[src/rtl/atoi_radix.sv]
// atoi_radix: reads a NUL/space-terminated token from byte RAM and converts it in base 2..36, one char per clock after a one-cycle prime.
// No backpressure (start is ignored while bsy); optional $/%/# base prefixes are enabled by `define ATOI_PREFIX_EN.
module atoi_radix #(
  parameter int ASZ = 17,
  parameter int DSZ = 32
) (
  input  logic           clk,
  input  logic           rst,
  input  logic           start,
  input  logic [5:0]     base,
  input  logic [ASZ-1:0] tib,
  output logic [ASZ-1:0] ai,
  input  logic [7:0]     ch,
  output logic           bsy,
  output logic           done,
  output logic           ok,
  output logic           ov,
  output logic [DSZ-1:0] vo
);

  typedef enum logic [2:0] {IDLE, PRIME, LEAD, SIGN, DIG} state_t;

  state_t         state_q, state_d;
  logic [ASZ-1:0] ai_q, ai_d;
  logic [5:0]     base_q, base_d;
  logic [DSZ-1:0] acc_q, acc_d;
  logic [DSZ-1:0] vo_q, vo_d;
  logic           neg_q, neg_d;
  logic           dig_q, dig_d;
  logic           ov_q, ov_d;
  logic           ok_q, ok_d;
  logic           done_q, done_d;
  logic           bsy_q, bsy_d;
  logic           bad_q, bad_d;

  logic           base_ok, in_scan, is_sp, is_nul, is_minus, is_plus, is_pfx;
  logic           is_num, is_low, is_upp, is_dig;
  logic           skip, sign_ok, pfx, eval, step, term;
  logic [5:0]     dval;
  logic [DSZ+5:0] prod;

  assign base_ok  = (base >= 6'd2) && (base <= 6'd36);
  assign in_scan  = (state_q == LEAD) || (state_q == SIGN) || (state_q == DIG);
  assign is_sp    = (ch == 8'h20);
  assign is_nul   = (ch == 8'h00);
  assign is_minus = (ch == 8'h2D);
  assign is_plus  = (ch == 8'h2B);
`ifdef ATOI_PREFIX_EN
  assign is_pfx   = (ch == 8'h24) || (ch == 8'h25) || (ch == 8'h23);
`else
  assign is_pfx   = 1'b0;
`endif

  assign is_num = (ch >= 8'h30) && (ch <= 8'h39);
  assign is_low = (ch >= 8'h61) && (ch <= 8'h7A);
  assign is_upp = (ch >= 8'h41) && (ch <= 8'h5A);
  assign is_dig = is_num || is_low || is_upp;

  // Low six bits of the ASCII code are enough to recover the digit value.
  always_comb begin
    dval = 6'd0;
    if (is_num)      dval = ch[5:0] - 6'd48;
    else if (is_low) dval = ch[5:0] - 6'd23;
    else if (is_upp) dval = ch[5:0] + 6'd9;
  end

  assign prod = ({6'd0, acc_q} * {{DSZ{1'b0}}, base_q}) + {{DSZ{1'b0}}, dval};

  assign skip    = (state_q == LEAD) && is_sp;
  assign sign_ok = ((state_q == LEAD) || (state_q == SIGN)) && (is_minus || is_plus);
  assign pfx     = (state_q == LEAD) && is_pfx;
  assign eval    = in_scan && !skip && !sign_ok && !pfx;
  assign step    = eval && is_dig && (dval < base_q);
  assign term    = eval && !(is_dig && (dval < base_q));

  always_ff @(posedge clk or posedge rst) begin
    if (rst) begin
      state_q <= IDLE;
      ai_q    <= '0;
      base_q  <= 6'd0;
      acc_q   <= '0;
      vo_q    <= '0;
      neg_q   <= 1'b0;
      dig_q   <= 1'b0;
      ov_q    <= 1'b0;
      ok_q    <= 1'b0;
      done_q  <= 1'b0;
      bsy_q   <= 1'b0;
      bad_q   <= 1'b0;
    end else begin
      state_q <= state_d;
      ai_q    <= ai_d;
      base_q  <= base_d;
      acc_q   <= acc_d;
      vo_q    <= vo_d;
      neg_q   <= neg_d;
      dig_q   <= dig_d;
      ov_q    <= ov_d;
      ok_q    <= ok_d;
      done_q  <= done_d;
      bsy_q   <= bsy_d;
      bad_q   <= bad_d;
    end
  end

  always_comb begin
    state_d = state_q;
    unique case (state_q)
      IDLE:    if (start && !bad_q && base_ok) state_d = PRIME;
      PRIME:   state_d = LEAD;
      default: begin
        if (term)                 state_d = IDLE;
        else if (pfx)             state_d = SIGN;
        else if (sign_ok || step) state_d = DIG;
      end
    endcase
  end

  always_comb begin
    ai_d   = ai_q;
    base_d = base_q;
    acc_d  = acc_q;
    vo_d   = vo_q;
    neg_d  = neg_q;
    dig_d  = dig_q;
    ov_d   = ov_q;
    ok_d   = ok_q;
    done_d = 1'b0;
    bsy_d  = bsy_q;
    bad_d  = 1'b0;
    if (state_q == IDLE) begin
      // A rejected base reports one cycle after the start that carried it.
      if (bad_q) begin
        done_d = 1'b1;
        ok_d   = 1'b0;
        ov_d   = 1'b0;
        vo_d   = '0;
      end else if (start) begin
        if (base_ok) begin
          ai_d   = tib;
          base_d = base;
          acc_d  = '0;
          neg_d  = 1'b0;
          dig_d  = 1'b0;
          ov_d   = 1'b0;
          ok_d   = 1'b0;
          bsy_d  = 1'b1;
        end else begin
          bad_d  = 1'b1;
        end
      end
    end
    if (state_q == PRIME || (in_scan && !term)) ai_d = ai_q + ASZ'(1);
    if (sign_ok && is_minus) neg_d = 1'b1;
`ifdef ATOI_PREFIX_EN
    if (pfx) base_d = (ch == 8'h24) ? 6'd16 : (ch == 8'h25) ? 6'd2 : 6'd10;
`endif
    if (step) begin
      acc_d = prod[DSZ-1:0];
      dig_d = 1'b1;
      if (|prod[DSZ+5:DSZ]) ov_d = 1'b1;
    end
    if (term) begin
      ok_d   = (is_nul || is_sp) && dig_q;
      vo_d   = neg_q ? ({DSZ{1'b0}} - acc_q) : acc_q;
      done_d = 1'b1;
      bsy_d  = 1'b0;
    end
  end

  assign ai   = ai_q;
  assign bsy  = bsy_q;
  assign done = done_q;
  assign ok   = ok_q;
  assign ov   = ov_q;
  assign vo   = vo_q;

endmodule

[config.mk]
export PLATFORM = sky130hd
export DESIGN_NAME = atoi_radix
export DESIGN_NICKNAME = d
export VERILOG_FILES = /design/src/rtl/atoi_radix.sv
export SDC_FILE = /design/constraint.sdc
export NUM_CORES = 1
export LEC_CHECK = 0
export ABC_AREA = 1
export BUFFER_PORTS_ARGS = -buffer_cell sky130_fd_sc_hd__buf_2
export CAP_MARGIN = 15
export CORE_MARGIN = 8
export CORE_UTILIZATION = 28
export CTS_CLUSTER_SIZE = 24
export DETAILED_ROUTE_END_ITERATION = 8
export PLACE_DENSITY = 0.4
export REMOVE_ABC_BUFFERS = 1
export SYNTH_ARGS = -nofsm -noshare
export SYNTH_HDL_FRONTEND = slang
export SYNTH_SLANG_ARGS = --single-unit
export TNS_END_PERCENT = 5
[constraint.sdc]
create_clock -name clk -period 12.5 [get_ports clk]
set_clock_uncertainty 0.15 [all_clocks]
set_input_delay 1.875 -clock clk [delete_from_list [all_inputs] [get_ports clk]]
set_output_delay 1.875 -clock clk [all_outputs]
set_load 0.02 [all_outputs]
==> results of run 1 <==
[through the flow]
stage	area (um^2)	cells	util (%)	setup WS, ps	hold WS, ps
after global routing	13900	2394	30.6	6120	345
after CTS	13900	2394	30.6	6540	320
after global placement	13600	2378	30.0	6110	295
after floorplan	12300	1683	-	7160	272
after detailed placement	13600	2378	30.0	6130	300
final	13900	2394	30.6	6580	318
[registers in the layout, indices dropped and copies added (netlist names)]
signal   cells
done         1
ok           1
bsy          1
ov           1
bad_q        1
state_q      3
dig_q        1
ai          17
vo          32
neg_q        1
base_q       6
acc_q       32
[power by group]
group          total, mW  switching [mW]  internal [mW]
Sequential         0.667           0.242          0.426
Combinational       1.89            1.24          0.655
Clock              0.294           0.155          0.139
[area by class of cell]
cell class,instances,area [um^2],area share (%)
repair buffers,95,498,3.59
multi-input cells,1232,8580,61.9
flip-flops and latches,97,2430,17.5
inverters,354,1330,9.60
clock buffers,10,229,1.65
well taps,600,751,5.41
clock inverters,6,50.0,0.361
[worst max-delay path, cell delays in order]
cell	delay, ps
buf_2	120
inv_1	160
ha_1	170
nand3_1	70
o21bai_1	180
nand2_1	70
nand2_1	70
nand2_2	80
nand3_1	70
o21ai_0	180
ha_1	340
ha_1	250
inv_1	100
fa_1	450
inv_1	210
nand3_1	100
nand2_1	180
a21boi_1	120
o21ai_0	300
nand2_1	100
nand2_1	160
nand2_1	90
nand2_1	170
nand3_1	100
nand2_1	120
nand2_1	60
nand2_1	60
o22ai_1	60
[logic make-up after synthesis]
logic type                 after synthesis  share of synthesized area, %
buffers and inverters                  443                          14.0
and+or+nand+nor                        729                          24.5
xor gates and xnor gates                65                          4.45
DFF                                     97                          19.0
adders and majority gates              221                          28.9
AOI/OAI and AO/OA                      217                          9.24
[routing by layer]
| layer | vias up | global-route usage, % |
|---|---|---|
| met2 | 162 | 25.4 |
| li1 | 5471 | - |
| met4 | 0 | 3.80 |
| met3 | 20 | 1.11 |
| met5 | - | 0 |
| met1 | 5365 | 22.0 |
[cells in the final DEF (no fill, tap or decap), types with 2 or more instances in the layout]
cell type	n
o211ai_1	2
dfrtp_2	3
nand2_1	439
xnor2_1	19
a31oi_1	2
nand2_4	4
inv_6	3
fa_1	124
ha_1	97
or2_2	3
nand4_1	26
buf_2	86
a211oi_1	2
o21ai_1	49
dfrtp_1	94
inv_1	342
a21oi_1	69
clkbuf_16	9
nand2_2	8
nor3_4	2
nor2_1	109
nand3_1	97
nor3_1	13
xor2_1	46
o21ai_0	60
o22ai_1	13
a21o_1	4
o31ai_1	3
nor4_1	6
o21a_1	3
nor2_2	9
nand3_2	6
inv_2	11
buf_4	9
o21bai_1	4
[final timing paths]
path                                    endpoint  cells past startpoint  slack [ps]
setup / recovery           acc_q[29]$_DFFE_PP0P_                     28        6580
max in group asynchronous  base_q[5]$_DFFE_PP0P_                      3        9500
setup reg to reg                    ov$_DFF_PP0_                     18        6960
hold / removal                   bad_q$_DFF_PP0_                      1         320
hold reg to reg                  bad_q$_DFF_PP0_                      1         320
min in group asynchronous         done$_DFF_PP0_                      2        1410
==> out/metrics.cfg, run 1 <==
[timing]
finalCritPeriodShare_pct = 47.4
fin_tns_setup_ps = 0
final_max_slew_viol_count = 0
max_slew.worst_pin.slew_ps = 947
setup_viol = 0
rsz0062_at_grt = false
hold_viol_final = 0
min_period_ps = 5920
max_freq_ghz = 0.169
max_slew_margin_pct = 36.9

[finish]
syn_to_final_growth_pct = 8.39
final_layout_size_suffix_gt1_share_pct = 9.09
final_nets = 2044
antenna_cells = 0
fillers = 4987

[synthesis]
synth_top_cell_area_share_pct = 19.4
seq_area_frac_synth_pct = 19.0
avgSynthCellArea_um2 = 7.22
synth_most_common_cell = nand2_1
synth.ff_latch_count = 97
async_reset_ff_share_pct = 100
ys_warn_count = 0
synth_area_leaders = fa_1 (19%), dfrtp_1 (19%), nand2_1 (13%), inv_1 (10%), ha_1 (9.5%)
synth_ff_type = dfrtp_1
syn_inst = 1772
netlist_area_um2 = 12800
synth_edf_count = 0
synth_common_cells = nand2_1 (439), inv_1 (343), fa_1 (124)
synth.distinct_cells = 49
synth_largest_area_cell = fa_1

[die]
die_h_um = 230
dieArea_um2 = 52800
fp.coreArea_um2 = 45300
pin_count = 87
fp.dieW_um = 230
rows = 78
start_util_pct = 28.3

[cts]
postCtsHoldBufs = 0
ctsResizeCount = 0
clk_path_buf_depth = 2
cts_setup_buffers = 0
cts_buffers = 9
cts_root_buffer = clkbuf_16
cts_tree = built
htree_levels = 3
clock_latency_ps = 380
clock_sinks = 97
cts.clk_slew.worst_paths_ps = 80

[route]
routedWlPerCell_um = 17.0
drt_iter0_drc = 622
drt-met1-wl_um = 20300
drt_pass1_iterations = 4
top_layer = met4
wl_met2_um = 18700
met3_length_um = 1170
vias_per_cell = 4.60
num_vias = 11018
drc_errors = 0
drt_wl_total_um = 40600
ant_nets = 0

[pwr]
leakage_nw = 7.88
powerDensity_nw_per_um2 = 206
finalPower_mw = 2.85
max-vdd-ir-drop_uv = 97.6

[placed_design]
port-buffer-count = 86
place_hpwl_um = 30900
routabilityCongestion = 0.826

[grt]
grt_pass1_wl_um = 65700
antenna_found_initial = 0
grt_max_degree = 67
first_global_vias = 11517
grt-ovfl-total = 0
globalRouteTotalUtil_pct = 15.5

[hold_path]
hold_path_class = reg -> reg
hold_start = bad_q$_DFF_PP0_

[status]
outcome = completed

[critical_path]
timing.critical_path.from = ch[5]
startpoint_type = input pin
cp_max_fo = 5
crit_type = in -> reg
cp.arrival_ps = 6030
cp_data_required_time_ps = 12610
r2r-start = base_q[5]$_DFFE_PP0P_
worst_setup_path_end_kind = register

[run]
drv_cap = 0

(Power assumes the default switching activity.)
==> inputs of run 2 (changes only) <==
Settings changed: PLACE_DENSITY 0.4 to 0.42.
Clock period 12.5 ns to 5.4 ns, I/O delays scaled along.
==> run 2 against run 1 <==
Compared with the run above: sequential share of layout area shrank 0.34 points; core utilization is 0.59 points higher; highest routed layer unchanged; global-route usage down 0.22 points.
==> out/metrics.cfg, run 2 (synthesis results as in run 1) <==
[die]
pin_count = 87  ; unchanged
fp.dieW_um = 230  ; unchanged
dieArea_um2 = 52800  ; unchanged
rows = 78  ; unchanged
fp.coreArea_um2 = 45300  ; unchanged
start_util_pct = 28.3  ; unchanged
die_h_um = 230  ; unchanged

[status]
outcome = completed  ; unchanged

[timing]
rsz0062_at_grt = true  ; was false
fin_tns_setup_ps = 0  ; unchanged
min_period_ps = 5120
setup_viol = 0  ; unchanged
setup_slack_ps = 284  ; was 6580 ps
finalCritPeriodShare_pct = 94.7
max_slew.worst_pin.slew_ps = 967  ; was 947 ps
holdWs_ps = 310  ; was 318 ps
max_slew_margin_pct = 35.5  ; was 36.9%
hold_viol_final = 0  ; unchanged
max_freq_ghz = 0.195
final_max_slew_viol_count = 0  ; unchanged

[cts]
clk_path_buf_depth = 2  ; unchanged
ctsResizeCount = 0  ; unchanged
postCtsHoldBufs = 0  ; unchanged
clock_sinks = 97  ; unchanged
htree_levels = 3  ; unchanged
cts_setup_buffers = 0  ; unchanged
clock_latency_ps = 390  ; was 380 ps
cts_tree = built  ; unchanged
cts.clk_slew.worst_paths_ps = 90  ; was 80 ps
cts_buffers = 9  ; unchanged
cts_root_buffer = clkbuf_16  ; unchanged

[critical_path]
path_cells = buf_12 > nand2_1 > inv_1 > fa_1 > inv_1 > fa_1 > inv_1 > fa_1 > ha_1 > ha_1 > nand2_1 > nor2_1 > nand2_1 > o21ai_0 > a21oi_2 > o21ai_0 > xnor2_1 > o22ai_1
crit_type = reg -> reg  ; was in -> reg
r2r_slack_ps = 280  ; was 6960 ps
r2r-start = base_q[5]$_DFFE_PP0P_  ; unchanged
cp_top_family = adder cells  ; was simple AND/OR/NAND/NOR gates
startpoint_type = register  ; was input pin
cp_num_buf_inv = 4  ; unchanged
reg2reg_depth = 18  ; unchanged
timing.critical_path.from = base_q[5]$_DFFE_PP0P_  ; was ch[5]
cpPeakStageDelay_ps = 540  ; was 450 ps
r2r-end = acc_q[22]$_DFFE_PP0P_  ; was ov$_DFF_PP0_
worst_setup_path_end_kind = register  ; unchanged
cpMaxStageDelayCell = fa_1  ; unchanged
cp_max_fo = 27  ; was 5
cp_data_required_time_ps = 5500  ; was 12610 ps
cp.arrival_ps = 5220  ; was 6030 ps

[route]
num_vias = 11198  ; was 11018
routedWlPerCell_um = 16.6  ; was 17.0 um
drc_errors = 0  ; unchanged
vias_per_cell = 4.64  ; was 4.60
drt_pass1_iterations = 4  ; unchanged
drt_iter0_drc = 624  ; was 622
ant_nets = 0  ; unchanged
drt_wl_total_um = 40000  ; was 40600 um

[finish]
final_nets = 2064  ; was 2044
antenna_cells = 0  ; unchanged
syn_to_final_growth_pct = 10.5  ; was 8.39%
final_layout_size_suffix_gt1_share_pct = 10.4  ; was 9.09%
final_common_cell = nand2_1  ; unchanged
final_cell_mix = nand2_1 (439), inv_1 (342), fa_1 (124)  ; unchanged

[placed_design]
port-buffer-count = 86  ; unchanged
place_hpwl_um = 31300  ; was 30900 um
routabilityCongestion = 0.838  ; was 0.826
pre_cts_slack_ps = 90.1  ; was 6130 ps

[grt]
globalRouteTotalUtil_pct = 15.3  ; was 15.5%
grt_max_degree = 62  ; was 67
first_global_vias = 11444  ; was 11517
antenna_found_initial = 0  ; unchanged
grt_pass1_wl_um = 64900  ; was 65700 um
grt-ovfl-total = 0  ; unchanged

[hold_path]
hold_path_class = reg -> reg  ; unchanged
min_delay_path_depth = 1  ; unchanged
hold_start = bad_q$_DFF_PP0_  ; unchanged
min_to = bad_q$_DFF_PP0_  ; unchanged

[run]
drv_cap = 0  ; unchanged

[pwr]
max-vdd-ir-drop_uv = 257  ; was 97.6 uV
powerDensity_nw_per_um2 = 478  ; was 206 nW/um^2
leakage_nw = 8.02  ; was 7.88 nW

-- run 2: final cells by class --
type	count	area, um^2
fill	4965	31100
multi-input combinational	1232	8610
sequential	97	2430
inverter	354	1330
tap	600	751
timing repair buffer	115	702
clock buffer	9	225
clock inverter	7	93.8
-- run 2: power breakdown --
part	total, mW	switching (mW)	internal, mW
registers	1.41	0.419	0.988
clock network	0.729	0.392	0.336
logic	4.63	3.01	1.61
total	6.76	3.83	2.94
-- run 2: worst max-delay path by stage --
stage,endpoint,slack [ps],depth (start not counted)
finish,acc_q[22]$_DFFE_PP0P_,280,18
global placement,ov$_DFF_PP0_,40,24
detailed placement,ov$_DFF_PP0_,90,24
CTS,ov$_DFF_PP0_,40,24
global route,ov$_DFF_PP0_,-30,22
floorplan,ov$_DFF_PP0_,590,18
-- run 2: metal layers --
layer,vias up,wire (um),global-route usage (%)
met2,182,18400,24.8
met1,5468,19900,21.8
met4,0,438,3.35
met5,-,0,0
li1,5526,-,-
met3,22,1300,1.55
-- run 2: through the flow --
| stage | total power, mW | util, % | instance area [um^2] | std cells |
|---|---|---|---|---|
| after global routing | 7.50 | 31.2 | 14100 | 2414 |
| after global placement | 6.10 | 30.5 | 13800 | 2398 |
| after detailed placement | 6.08 | 30.5 | 13800 | 2398 |
| final | 6.76 | 31.2 | 14100 | 2414 |
| after CTS | 6.88 | 31.2 | 14100 | 2414 |
| after floorplan | 4.45 | - | 12300 | 1683 |
-- run 2: worst reg2reg max path, stage by stage (launching register included) --
cell,delay [ps]
dfrtp_1,530
buf_12,250
nand2_1,80
inv_1,60
fa_1,540
inv_1,60
fa_1,540
inv_1,60
fa_1,480
ha_1,310
ha_1,370
nand2_1,120
nor2_1,180
nand2_1,60
o21ai_0,490
a21oi_2,150
o21ai_0,270
xnor2_1,190
o22ai_1,90
==> inputs of run 3 (changes only) <==
Settings changed: PLACE_DENSITY 0.42 to unset.
==> run 3 against run 2 <==
Compared with the run above: via count increased by 1.4%; non-clock buffer count decreased by 8; worst hold slack improved by 5.1 ps; critical path type unchanged.
==> out/metrics.cfg, run 3 (synthesis results as in run 1) <==
[critical_path]
cp_num_buf_inv = 2  ; was 4
cp_max_fo = 26  ; was 27
cp_data_required_time_ps = 5490  ; was 5500 ps
cp_top_family = adder cells  ; unchanged
cp.arrival_ps = 5150  ; was 5220 ps
cp.depth = 16  ; was 18
r2r-start = base_q[0]$_DFFE_PP0P_  ; was base_q[5]$_DFFE_PP0P_
worst_setup_path_end_kind = register  ; unchanged
cpPeakStageDelay_ps = 630  ; was 540 ps
reg2reg_depth = 16  ; was 18
cpMaxStageDelayCell = dfrtp_1  ; was fa_1
crit_type = reg -> reg  ; unchanged
timing.critical_path.from = base_q[0]$_DFFE_PP0P_  ; was base_q[5]$_DFFE_PP0P_
startpoint_type = register  ; unchanged
path_cells = buf_12 > nand2_1 > fa_1 > fa_1 > inv_1 > fa_1 > ha_1 > ha_1 > nand2_1 > nor2_1 > nand2_1 > o21ai_0 > a21oi_1 > o21ai_0 > xnor2_1 > o22ai_1  ; was buf_12 > nand2_1 > inv_1 > fa_1 > inv_1 > fa_1 > inv_1 > fa_1 > ha_1 > ha_1 > nand2_1 > nor2_1 > nand2_1 > o21ai_0 > a21oi_2 > o21ai_0 > xnor2_1 > o22ai_1

[die]
pin_count = 87  ; unchanged
dieArea_um2 = 52800  ; unchanged
fp.dieW_um = 230  ; unchanged
rows = 78  ; unchanged
fp.coreArea_um2 = 45300  ; unchanged
start_util_pct = 28.3  ; unchanged
die_h_um = 230  ; unchanged

[placed_design]
port-buffer-count = 86  ; unchanged
place_hpwl_um = 28700  ; was 31300 um
placed_cell_area_um2 = 13700  ; was 13800 um^2
routabilityCongestion = 0.884  ; was 0.838

[cts]
clock_latency_ps = 380  ; was 390 ps
cts_buffers = 9  ; unchanged
cts_root_buffer = clkbuf_16  ; unchanged
htree_levels = 3  ; unchanged
clk_path_buf_depth = 2  ; unchanged
postCtsHoldBufs = 0  ; unchanged
cts.clk_slew.worst_paths_ps = 80  ; was 90 ps
clock_sinks = 97  ; unchanged
cts_tree = built  ; unchanged

[route]
drt_pass1_iterations = 5  ; was 4
vias_per_cell = 4.72  ; was 4.64
drt_iter0_drc = 820  ; was 624
drc_errors = 0  ; unchanged
drt_wl_total_um = 36500  ; was 40000 um
ant_nets = 0  ; unchanged
num_vias = 11360  ; was 11198
routedWlPerCell_um = 15.1  ; was 16.6 um

[finish]
syn_to_final_growth_pct = 10.0  ; was 10.5%
final_layout_size_suffix_gt1_share_pct = 9.63  ; was 10.4%
final_cell_mix = nand2_1 (439), inv_1 (342), fa_1 (124)  ; unchanged
final_nets = 2056  ; was 2064
post-route-cell-area_um2 = 14100  ; about the same
final_common_cell = nand2_1  ; unchanged
antenna_cells = 0  ; unchanged

[pwr]
swShare_pct = 55.6  ; was 56.6%
clockPowerShare_pct = 11.0  ; was 10.8%
comb_power_share_pct = 68.4  ; about the same
cellInternalPower_mw = 2.97  ; was 2.94 mW
leakage_nw = 7.99  ; was 8.02 nW
finalPower_mw = 6.69  ; was 6.76 mW
pwr-share-seq_pct = 20.6  ; was 20.8%
max-vdd-ir-drop_uv = 203  ; was 257 uV
power.switching_mw = 3.72  ; was 3.83 mW
powerDensity_nw_per_um2 = 475  ; was 478 nW/um^2

[timing]
rsz0062_at_grt = false  ; was true
max_freq_ghz = 0.198  ; was 0.195 GHz
min_period_ps = 5060  ; was 5120 ps
fin_tns_setup_ps = 0  ; unchanged
max_slew.worst_pin.slew_ps = 1020  ; was 967 ps
final_max_slew_viol_count = 0  ; unchanged
holdWs_ps = 315  ; was 310 ps
max_slew_margin_pct = 31.9  ; was 35.5%
hold_viol_final = 0  ; unchanged
setup_viol = 0  ; unchanged
finalCritPeriodShare_pct = 93.7  ; was 94.7%

[grt]
grt-ovfl-total = 0  ; unchanged
grt_max_degree = 73  ; was 62
grt_pass1_wl_um = 60800  ; was 64900 um
antenna_found_initial = 1  ; was 0
first_global_vias = 11662  ; was 11444
globalRouteTotalUtil_pct = 14.0  ; was 15.3%

[run]
drv_cap = 0  ; unchanged

[status]
outcome = completed  ; unchanged

[hold_path]
hold_path_class = reg -> reg  ; unchanged
min_delay_path_depth = 1  ; unchanged
hold_start = bad_q$_DFF_PP0_  ; unchanged

run 3: cell types whose count changed in the layout (fill, tap and decap cells not counted), sizes merged:
cell,delta
buf,-8
bufinv,+1
clkinv,-2
clkinvlp,+1
run 3: through the flow:
step	util, %	setup slack, ps	cells
detailed placement	30.3	211	2389
CTS	31.0	270	2405
global route	31.1	1.48	2406
finish	31.1	340	2406
floorplan	-	589	1683
global placement	30.3	286	2389
run 3: worst paths after layout:
kind                                         end  slack [ps]
min in group asynchronous         done$_DFF_PP0_         510
min reg2reg                      bad_q$_DFF_PP0_         320
min                              bad_q$_DFF_PP0_         320
max in group asynchronous      vo[3]$_DFFE_PP0P_        3590
max reg2reg                acc_q[22]$_DFFE_PP0P_         340
max                        acc_q[22]$_DFFE_PP0P_         340
run 3: routing by layer:
| metal | global-route usage, % | wire [um] | vias to the layer above |
|---|---|---|---|
| met2 | 23.9 | 17600 | 263 |
| met3 | 1.64 | 1490 | 52 |
| met1 | 18.0 | 16400 | 5536 |
| li1 | - | - | 5507 |
| met5 | 0 | 13 | - |
| met4 | 5.07 | 1020 | 2 |
run 3: area by class of cell:
class,count,area [um^2]
inverter,354,1330
clock inverter,7,98.8
sequential,97,2430
clock buffer,9,225
fill,4898,31200
multi-input combinational,1232,8590
tap,600,751
timing repair buffer,107,658
run 3: power by group through the flow:
| stage | Sequential (mW) | Clock [mW] | Combinational, mW |
|---|---|---|---|
| 4_1_cts | 1.38 | 0.753 | 4.59 |
| 3_3_place_gp | 1.38 | 0 | 4.50 |
| 3_5_place_dp | 1.39 | 0 | 4.55 |
| 5_1_grt | 1.43 | 0.777 | 5.21 |
| 2_1_floorplan | 1.57 | 0 | 2.89 |
| 6_report | 1.38 | 0.734 | 4.57 |
run 3: timing repair:
| item | 4_1_cts | 5_1_grt |
|---|---|---|
| resized for setup | 0 | 1 |
| buffers inserted | 0 | 0 |
| endpoints found under the setup margin | 0 | 1 |
